==> src/rtl/spi_s_pkg.sv <==
// Shared types and constants for the SPI byte slave.
// Latency: n/a (declarations only).
// Backpressure: n/a.
package spi_s_pkg;

  localparam int BYTE_W = 8;
  // Counter must hold 0..BYTE_W inclusive.
  localparam int BCNT_W = $clog2(BYTE_W + 1);

  typedef enum logic [2:0] {
    IDLE,
    LOAD,
    SHIFT,
    BYTE_DONE,
    LOAD_NEXT
  } state_t;

  // Bit of a TX byte that goes out in serial slot idx (slot 0 is sent first).
  function automatic logic tx_bit(input logic [BYTE_W-1:0] b,
                                  input logic [BCNT_W-1:0] idx,
                                  input logic              msb_first);
    logic [BYTE_W-1:0] t;
    t = msb_first ? (b << idx) : (b >> idx);
    return msb_first ? t[BYTE_W-1] : t[0];
  endfunction

endpackage

==> src/rtl/spi_s_sync.sv <==
// N-stage pin synchronizer followed by a single edge-detect register.
// Latency: level after N clk, rise/fall strobes valid in the same cycle as the new level.
// Backpressure: none; free-running sampler.
module spi_s_sync #(
  parameter int N = 2
) (
  input  logic clk,
  input  logic rst,
  input  logic i_pin,
  output logic o_level,
  output logic o_rise,
  output logic o_fall
);

  logic [N-1:0] r_sync;
  logic         r_prev;

  // Resynchronize the asynchronous pin and remember the previous level for edge detection.
  always_ff @(posedge clk) begin
    if (rst) begin
      r_sync <= '0;
      r_prev <= 1'b0;
    end else begin
      r_sync <= {r_sync[N-2:0], i_pin};
      r_prev <= r_sync[N-1];
    end
  end

  assign o_level = r_sync[N-1];
  assign o_rise  = r_sync[N-1] & ~r_prev;
  assign o_fall  = ~r_sync[N-1] & r_prev;

endmodule

==> src/rtl/spi_slave_byte_if.sv <==
// SPI mode-0 slave: oversampled pins, MOSI bytes out on a valid/ready stream, TX bytes onto MISO.
// Latency: pin edge acted on SYNC_STAGES+1 clk later; a byte is delivered 2 clk after the 8th synced scl rise.
// Backpressure: RX byte held until rx_ready (a further byte is dropped with rx_overrun); tx_ready low while holding full.
module spi_slave_byte_if
  import spi_s_pkg::*;
#(
  parameter int                SYNC_STAGES  = 2,
  parameter bit                MSB_FIRST    = 1'b1,
  parameter logic [BYTE_W-1:0] TX_IDLE_BYTE = 8'hFF
) (
  input  logic              clk,
  input  logic              rst,
  input  logic              scl,
  input  logic              cs,
  input  logic              mosi,
  output logic              miso,
  output logic              miso_oe,
  output logic [BYTE_W-1:0] rx_data,
  output logic              rx_valid,
  input  logic              rx_ready,
  input  logic [BYTE_W-1:0] tx_data,
  input  logic              tx_valid,
  output logic              tx_ready,
  output logic              rx_overrun,
  output logic              tx_underrun,
  output logic              frame_err
);

  localparam logic [BCNT_W-1:0] LAST_BIT = BCNT_W'(BYTE_W - 1);
  localparam logic [BCNT_W-1:0] FULL_CNT = BCNT_W'(BYTE_W);

  logic w_scl_lvl_unused, w_scl_rise, w_scl_fall;
  logic w_cs_lvl, w_cs_rise, w_cs_fall;
  logic w_mosi_lvl, w_mosi_rise_unused, w_mosi_fall_unused;

  state_t            r_state, w_state_nxt;
  logic [BCNT_W-1:0] r_bit_cnt;
  logic [BYTE_W-1:0] r_shift_rx, r_shift_tx, r_tx_hold, r_rx_data;
  logic              r_tx_full, r_rx_valid, r_miso, r_miso_oe, r_cs_seen_hi;
  logic              r_rx_overrun, r_tx_underrun, r_frame_err;

  logic              w_load, w_rx_shift, w_tx_next, w_deliver, w_ferr, w_tx_wr, w_mid_byte;
  logic [BYTE_W-1:0] w_load_byte;

  spi_s_sync #(.N(SYNC_STAGES)) u_sync_scl (
    .clk(clk), .rst(rst), .i_pin(scl),
    .o_level(w_scl_lvl_unused), .o_rise(w_scl_rise), .o_fall(w_scl_fall)
  );

  // cs syncs to 0 in reset, so a cs already low when reset releases produces no fall edge.
  spi_s_sync #(.N(SYNC_STAGES)) u_sync_cs (
    .clk(clk), .rst(rst), .i_pin(cs),
    .o_level(w_cs_lvl), .o_rise(w_cs_rise), .o_fall(w_cs_fall)
  );

  spi_s_sync #(.N(SYNC_STAGES)) u_sync_mosi (
    .clk(clk), .rst(rst), .i_pin(mosi),
    .o_level(w_mosi_lvl), .o_rise(w_mosi_rise_unused), .o_fall(w_mosi_fall_unused)
  );

  assign w_mid_byte  = (r_bit_cnt != '0) && (r_bit_cnt < FULL_CNT);
  assign w_load_byte = r_tx_full ? r_tx_hold : TX_IDLE_BYTE;

  // State register.
  always_ff @(posedge clk) begin
    if (rst) r_state <= IDLE;
    else     r_state <= w_state_nxt;
  end

  // Next state and one-cycle action strobes; cs rising aborts any active frame first.
  always_comb begin
    w_state_nxt = r_state;
    w_load      = 1'b0;
    w_rx_shift  = 1'b0;
    w_tx_next   = 1'b0;
    w_deliver   = 1'b0;
    w_ferr      = 1'b0;
    if (r_state != IDLE && w_cs_rise) begin
      w_state_nxt = IDLE;
      w_ferr      = w_mid_byte;
    end else begin
      case (r_state)
        IDLE: begin
          if (w_cs_fall) w_state_nxt = LOAD;
        end
        LOAD: begin
          w_load      = 1'b1;
          w_state_nxt = SHIFT;
        end
        SHIFT: begin
          if (w_scl_rise) begin
            w_rx_shift = 1'b1;
            if (r_bit_cnt == LAST_BIT) w_state_nxt = BYTE_DONE;
          end else if (w_scl_fall && w_mid_byte) begin
            w_tx_next = 1'b1;
          end
        end
        BYTE_DONE: begin
          w_deliver   = 1'b1;
          w_state_nxt = LOAD_NEXT;
        end
        LOAD_NEXT: begin
          if (w_scl_fall) begin
            w_load      = 1'b1;
            w_state_nxt = SHIFT;
          end
        end
        default: w_state_nxt = IDLE;
      endcase
    end
  end

  // Bit counter and RX shift register; a partial byte is discarded by clearing the count on abort.
  always_ff @(posedge clk) begin
    if (rst) begin
      r_bit_cnt  <= '0;
      r_shift_rx <= '0;
    end else begin
      if (w_state_nxt == IDLE || w_deliver) r_bit_cnt <= '0;
      else if (w_rx_shift)                  r_bit_cnt <= r_bit_cnt + 1'b1;
      if (w_rx_shift)
        r_shift_rx <= MSB_FIRST ? {r_shift_rx[BYTE_W-2:0], w_mosi_lvl}
                                : {w_mosi_lvl, r_shift_rx[BYTE_W-1:1]};
    end
  end

  // TX holding register and serializer; a same-cycle write lands in holding after the old value is loaded.
  always_ff @(posedge clk) begin
    if (rst) begin
      r_tx_hold     <= '0;
      r_tx_full     <= 1'b0;
      r_shift_tx    <= '0;
      r_tx_underrun <= 1'b0;
    end else begin
      r_tx_underrun <= w_load & ~r_tx_full;
      if (w_load) r_shift_tx <= w_load_byte;
      if (w_tx_wr) begin
        r_tx_hold <= tx_data;
        r_tx_full <= 1'b1;
      end else if (w_load) begin
        r_tx_full <= 1'b0;
      end
    end
  end

  // MISO drive: first bit on load, later bits on scl falling; holds its last value between frames.
  always_ff @(posedge clk) begin
    if (rst) begin
      r_miso       <= 1'b0;
      r_miso_oe    <= 1'b0;
      r_cs_seen_hi <= 1'b0;
    end else begin
      if (w_load)         r_miso <= tx_bit(w_load_byte, '0, MSB_FIRST);
      else if (w_tx_next) r_miso <= tx_bit(r_shift_tx, r_bit_cnt, MSB_FIRST);
      if (w_cs_lvl) r_cs_seen_hi <= 1'b1;
      r_miso_oe <= ~w_cs_lvl & r_cs_seen_hi;
    end
  end

  // RX output register with overrun detection, plus the frame error pulse.
  always_ff @(posedge clk) begin
    if (rst) begin
      r_rx_data    <= '0;
      r_rx_valid   <= 1'b0;
      r_rx_overrun <= 1'b0;
      r_frame_err  <= 1'b0;
    end else begin
      r_rx_overrun <= 1'b0;
      r_frame_err  <= w_ferr;
      if (w_deliver) begin
        if (!r_rx_valid || rx_ready) begin
          r_rx_data  <= r_shift_rx;
          r_rx_valid <= 1'b1;
        end else begin
          r_rx_overrun <= 1'b1;
        end
      end else if (r_rx_valid && rx_ready) begin
        r_rx_valid <= 1'b0;
      end
    end
  end

  assign w_tx_wr     = tx_valid & tx_ready;
  assign tx_ready    = ~r_tx_full | w_load;
  assign miso        = r_miso;
  assign miso_oe     = r_miso_oe;
  assign rx_data     = r_rx_data;
  assign rx_valid    = r_rx_valid;
  assign rx_overrun  = r_rx_overrun;
  assign tx_underrun = r_tx_underrun;
  assign frame_err   = r_frame_err;

endmodule

==> config.mk <==
export PLATFORM = sky130hd
export DESIGN_NAME = spi_slave_byte_if
export DESIGN_NICKNAME = d
export VERILOG_FILES = /design/src/rtl/spi_s_pkg.sv /design/src/rtl/spi_s_sync.sv /design/src/rtl/spi_slave_byte_if.sv
export SDC_FILE = /design/constraint.sdc
export NUM_CORES = 1
export LEC_CHECK = 0
export ABC_AREA = 1
export BUFFER_PORTS_ARGS = -buffer_cell sky130_fd_sc_hd__buf_2
export CORE_UTILIZATION = 30
export CTS_BUF_LIST = sky130_fd_sc_hd__clkbuf_16
export DETAILED_ROUTE_END_ITERATION = 7
export MAX_ROUTING_LAYER = met4
export SETUP_SLACK_MARGIN = 0.05
export SLEW_MARGIN = 20
export SYNTH_ARGS = -nofsm -noshare
export SYNTH_HDL_FRONTEND = slang
export SYNTH_SLANG_ARGS = --single-unit
==> constraint.sdc <==
create_clock -name clk -period 4 [get_ports clk]
set_input_delay 0.4 -clock clk [delete_from_list [all_inputs] [get_ports clk]]
set_output_delay 0.4 -clock clk [all_outputs]
set_load 0.03 [all_outputs]
==> impl_metrics.csv <==
group,metric,value,unit
cts,cts_tree,"done",
pwr,p_sw_frac,0.224,
logic_synthesis,ys_types,24,
placement,dp_hpwl,3010,um
floorplanning,die_y,87.1,um
route,vias,1790,
logic_synthesis,ys_warn_count,0,
cts,cts.clk_slew.worst_paths,70,ps
logic_synthesis,post_synth.cell_area_avg,7.71,um2
timing,slew_headroom,0.381,
logic_synthesis,synth_cells,282,
job,max_cap_violations,0,
route,routed_wl,4260,um
route,via_per_inst,4.41,
logic_synthesis,netlist_area,2170,um2
timing,fin_crit,2010,ps
pwr,combPwrFrac,0.053,
cells_and_area,antennaDiodeCount,0,
critical_path,startpoint_type,"flop",
placement,routabilityCongestion,0.758,
cts,cts-root-buf,"clkbuf_16",
floorplanning,rows,30,
logic_synthesis,yosys_register_bits,55,
timing,fmax,0.499,GHz
placement,place_ws,2020,ps
cts,cts_buffers,5,
cts,cts_setup_buffers,0,
cells_and_area,nets,326,
pwr,power_density,413,nW/um2
cts,clockBufferDepth,2,
outcome,status,"finished, final reports clean",
logic_synthesis,synth_edf_count,0,
logic_synthesis,ys.flop_type,"dfxtp_1",
pwr,total_power,1.04,mW
critical_path,required,3600,ps
timing,slew_violations,0,
floorplanning,die_area,7590,um2
logic_synthesis,ys_seq_area_frac,0.507,
cts,holdBufCountCts,0,
cts,cts_sinks,55,
pwr,seq_power_share,0.546,
timing,setup_tns,0,ps
timing,skew,8.09,ps
critical_path,arrival,1610,ps
route,drtAntennaViolNets,0,
grt,grt_pass1_wl,7030,um
pwr,p_clk_frac,0.401,
timing,setup_viol_count_final,0,
cells_and_area,syn2layout_area_growth,16.4,%
floorplanning,fp.dieW,87.1,um
cts,htree_levels,2,
critical_path,end_kind,"output port",
grt,overflow,0,
pwr,peakVddDrop,0.000180,V
grt,grt_pass1_vias,1588,
logic_synthesis,synthesis.nets,299,
floorplanning,pin_count,30,
logic_synthesis,async_reset_ff_frac,0,
pwr,internal_power,0.810,mW
timing,holdWs,307,ps
grt,track_usage,0.123,
cts,clkLatencyLatePin,290,ps
placement,io_buffers,29,
logic_synthesis,synthTopCellsByArea,"dfxtp_1, nor2_1, nand2_1, o21ai_0, nand3_1",
floorplanning,start_util,0.315,
logic_synthesis,synth_most_common_cell,"nor2_1",
critical_path,worstPathMaxFanout,13,
critical_path,path_delay_family,"simple AND/OR/NAND/NOR gates",
route,drt_iter0_markers,88,
logic_synthesis,netlist.area_leader.share,0.507,
critical_path,path_buf_inv,1,
timing,rsz0062_at_grt,"false",
route,firstDrtPassIters,4,
critical_path,max_stage_delay,330,ps
timing,fin_ws,1990,ps
logic_synthesis,synth_top_area_cell,"dfxtp_1",
grt,antenna_found_initial,0,
critical_path,crit_chain,"nor2_2 > nand3_1 > nand2_1 > nand2_2 > nand2_4 > buf_2",
logic_synthesis,ys_top_cells_by_count,"nor2_1, dfxtp_1, nand2_1, inv_1, o21ai_0",
cells_and_area,layout-drive-gt1-share,0.168,
route,remaining_drc_errors,0,
hold_path,holdCritPathClass,"in -> reg",
floorplanning,coreArea,6910,um2
timing,finalCritPeriodShare,0.501,
route,wl_per_cell,10.5,um
timing,hold_viol_final,0,
cells_and_area,post-route-util,0.366,
critical_path,critPathSlowestCell,"dfxtp_1",
cts,cts.repair.resized,0,
pwr,power.net_switching,0.234,mW
grt,grt_start_max_net_pins,30,
pwr,power.leakage,1.06,nW
critical_path,crit_type,"reg -> out",
timing,worstMarginPinSlew,921,ps
==> per-stage QoR <==
step           instances  area (um2)
6_report             406        2530
5_1_grt              406        2530
4_1_cts              406        2530
3_5_place_dp         398        2390
3_3_place_gp         398        2390
2_1_floorplan        282        2170
==> path summary, 6_finish.rpt <==
| kind | start | endpoint | slack (ps) | depth (start not counted) |
|---|---|---|---|---|
| max | r_state[0] | tx_ready | 1990 | 6 |
| min | cs | u_sync_cs.r_sync[0] | 310 | 3 |
| max reg2reg | r_state[0] | rx_data[6] | 2010 | 5 |
| min reg2reg | u_sync_cs.r_sync[0] | u_sync_cs.r_sync[1] | 410 | 2 |
==> worst min-delay path, cell delays in order <==
cell and delay, ps:
buf_2 70, inv_1 30, nor2_1 60
==> final cells by class <==
class | count | area (um2)
clock buffers | 5 | 125
clock inverters | 3 | 16.3
fillers | 753 | 4380
inverters | 29 | 114
multi-input cells | 189 | 908
flip-flops and latches | 55 | 1100
well taps | 96 | 120
repair buffers | 29 | 145
==> flip-flops by register name, summed over array words and instances (netlist names), 3 cells and up <==
signal      cells
r_shift_rx      8
r_shift_tx      8
r_tx_hold       8
rx_data         8
r_bit_cnt       4
r_state         3
==> cell usage in the layout (no fill, tap or decap) <==
| cell | synthesis | final |
|---|---|---|
| nand3_2 | 1 | 1 |
| nor3_1 | 12 | 12 |
| clkbuf_16 | 0 | 5 |
| nand3_1 | 20 | 20 |
| o21ai_0 | 25 | 25 |
| nor4_2 | 1 | 1 |
| nand2_1 | 36 | 36 |
| o211ai_1 | 1 | 1 |
| inv_2 | 3 | 3 |
| clkinv_4 | 1 | 2 |
| xor2_1 | 3 | 3 |
| nor2_1 | 63 | 63 |
| nand2_4 | 4 | 4 |
| ha_1 | 2 | 2 |
| buf_2 | 1 | 29 |
| dfxtp_1 | 55 | 55 |
| nand2_2 | 2 | 2 |
| nor2_4 | 2 | 2 |
| nand4_1 | 1 | 1 |
| inv_1 | 25 | 26 |
| clkinv_1 | 0 | 1 |
| a21oi_1 | 13 | 13 |
| nor2_2 | 3 | 3 |
==> power groups by stage <==
stage                     registers [mW]  logic [mW]  clock network (mW)
after global routing               0.571      0.0634               0.453
final                              0.570      0.0555               0.418
after detailed placement           0.583      0.0562                   0
after CTS                          0.570      0.0563               0.434
after floorplan                    0.582      0.0396                   0
after global placement             0.583      0.0553                   0
==> per-layer routing <==
layer,GRT usage,vias up,share of wire
met4,0.0492,0,0.016
met1,0.156,802,0.50
met3,0.0313,6,0.036
met5,-,-,0
met2,0.187,32,0.45
li1,-,950,-
==> cell families (layout without fill, tap and decap cells) <==
logic type | Yosys count | count (layout) | synth area share
buffers and inverters | 38 | 66 | 0.0754
AND/OR/NAND/NOR | 145 | 145 | 0.303
adder cells (fa/ha/maj) | 2 | 2 | 0.0115
flip-flops | 55 | 55 | 0.507
XOR/XNOR | 3 | 3 | 0.0121
AO/OA/AOI/OAI | 39 | 39 | 0.0910
No activity file was read; power rests on OpenSTA's default activity.
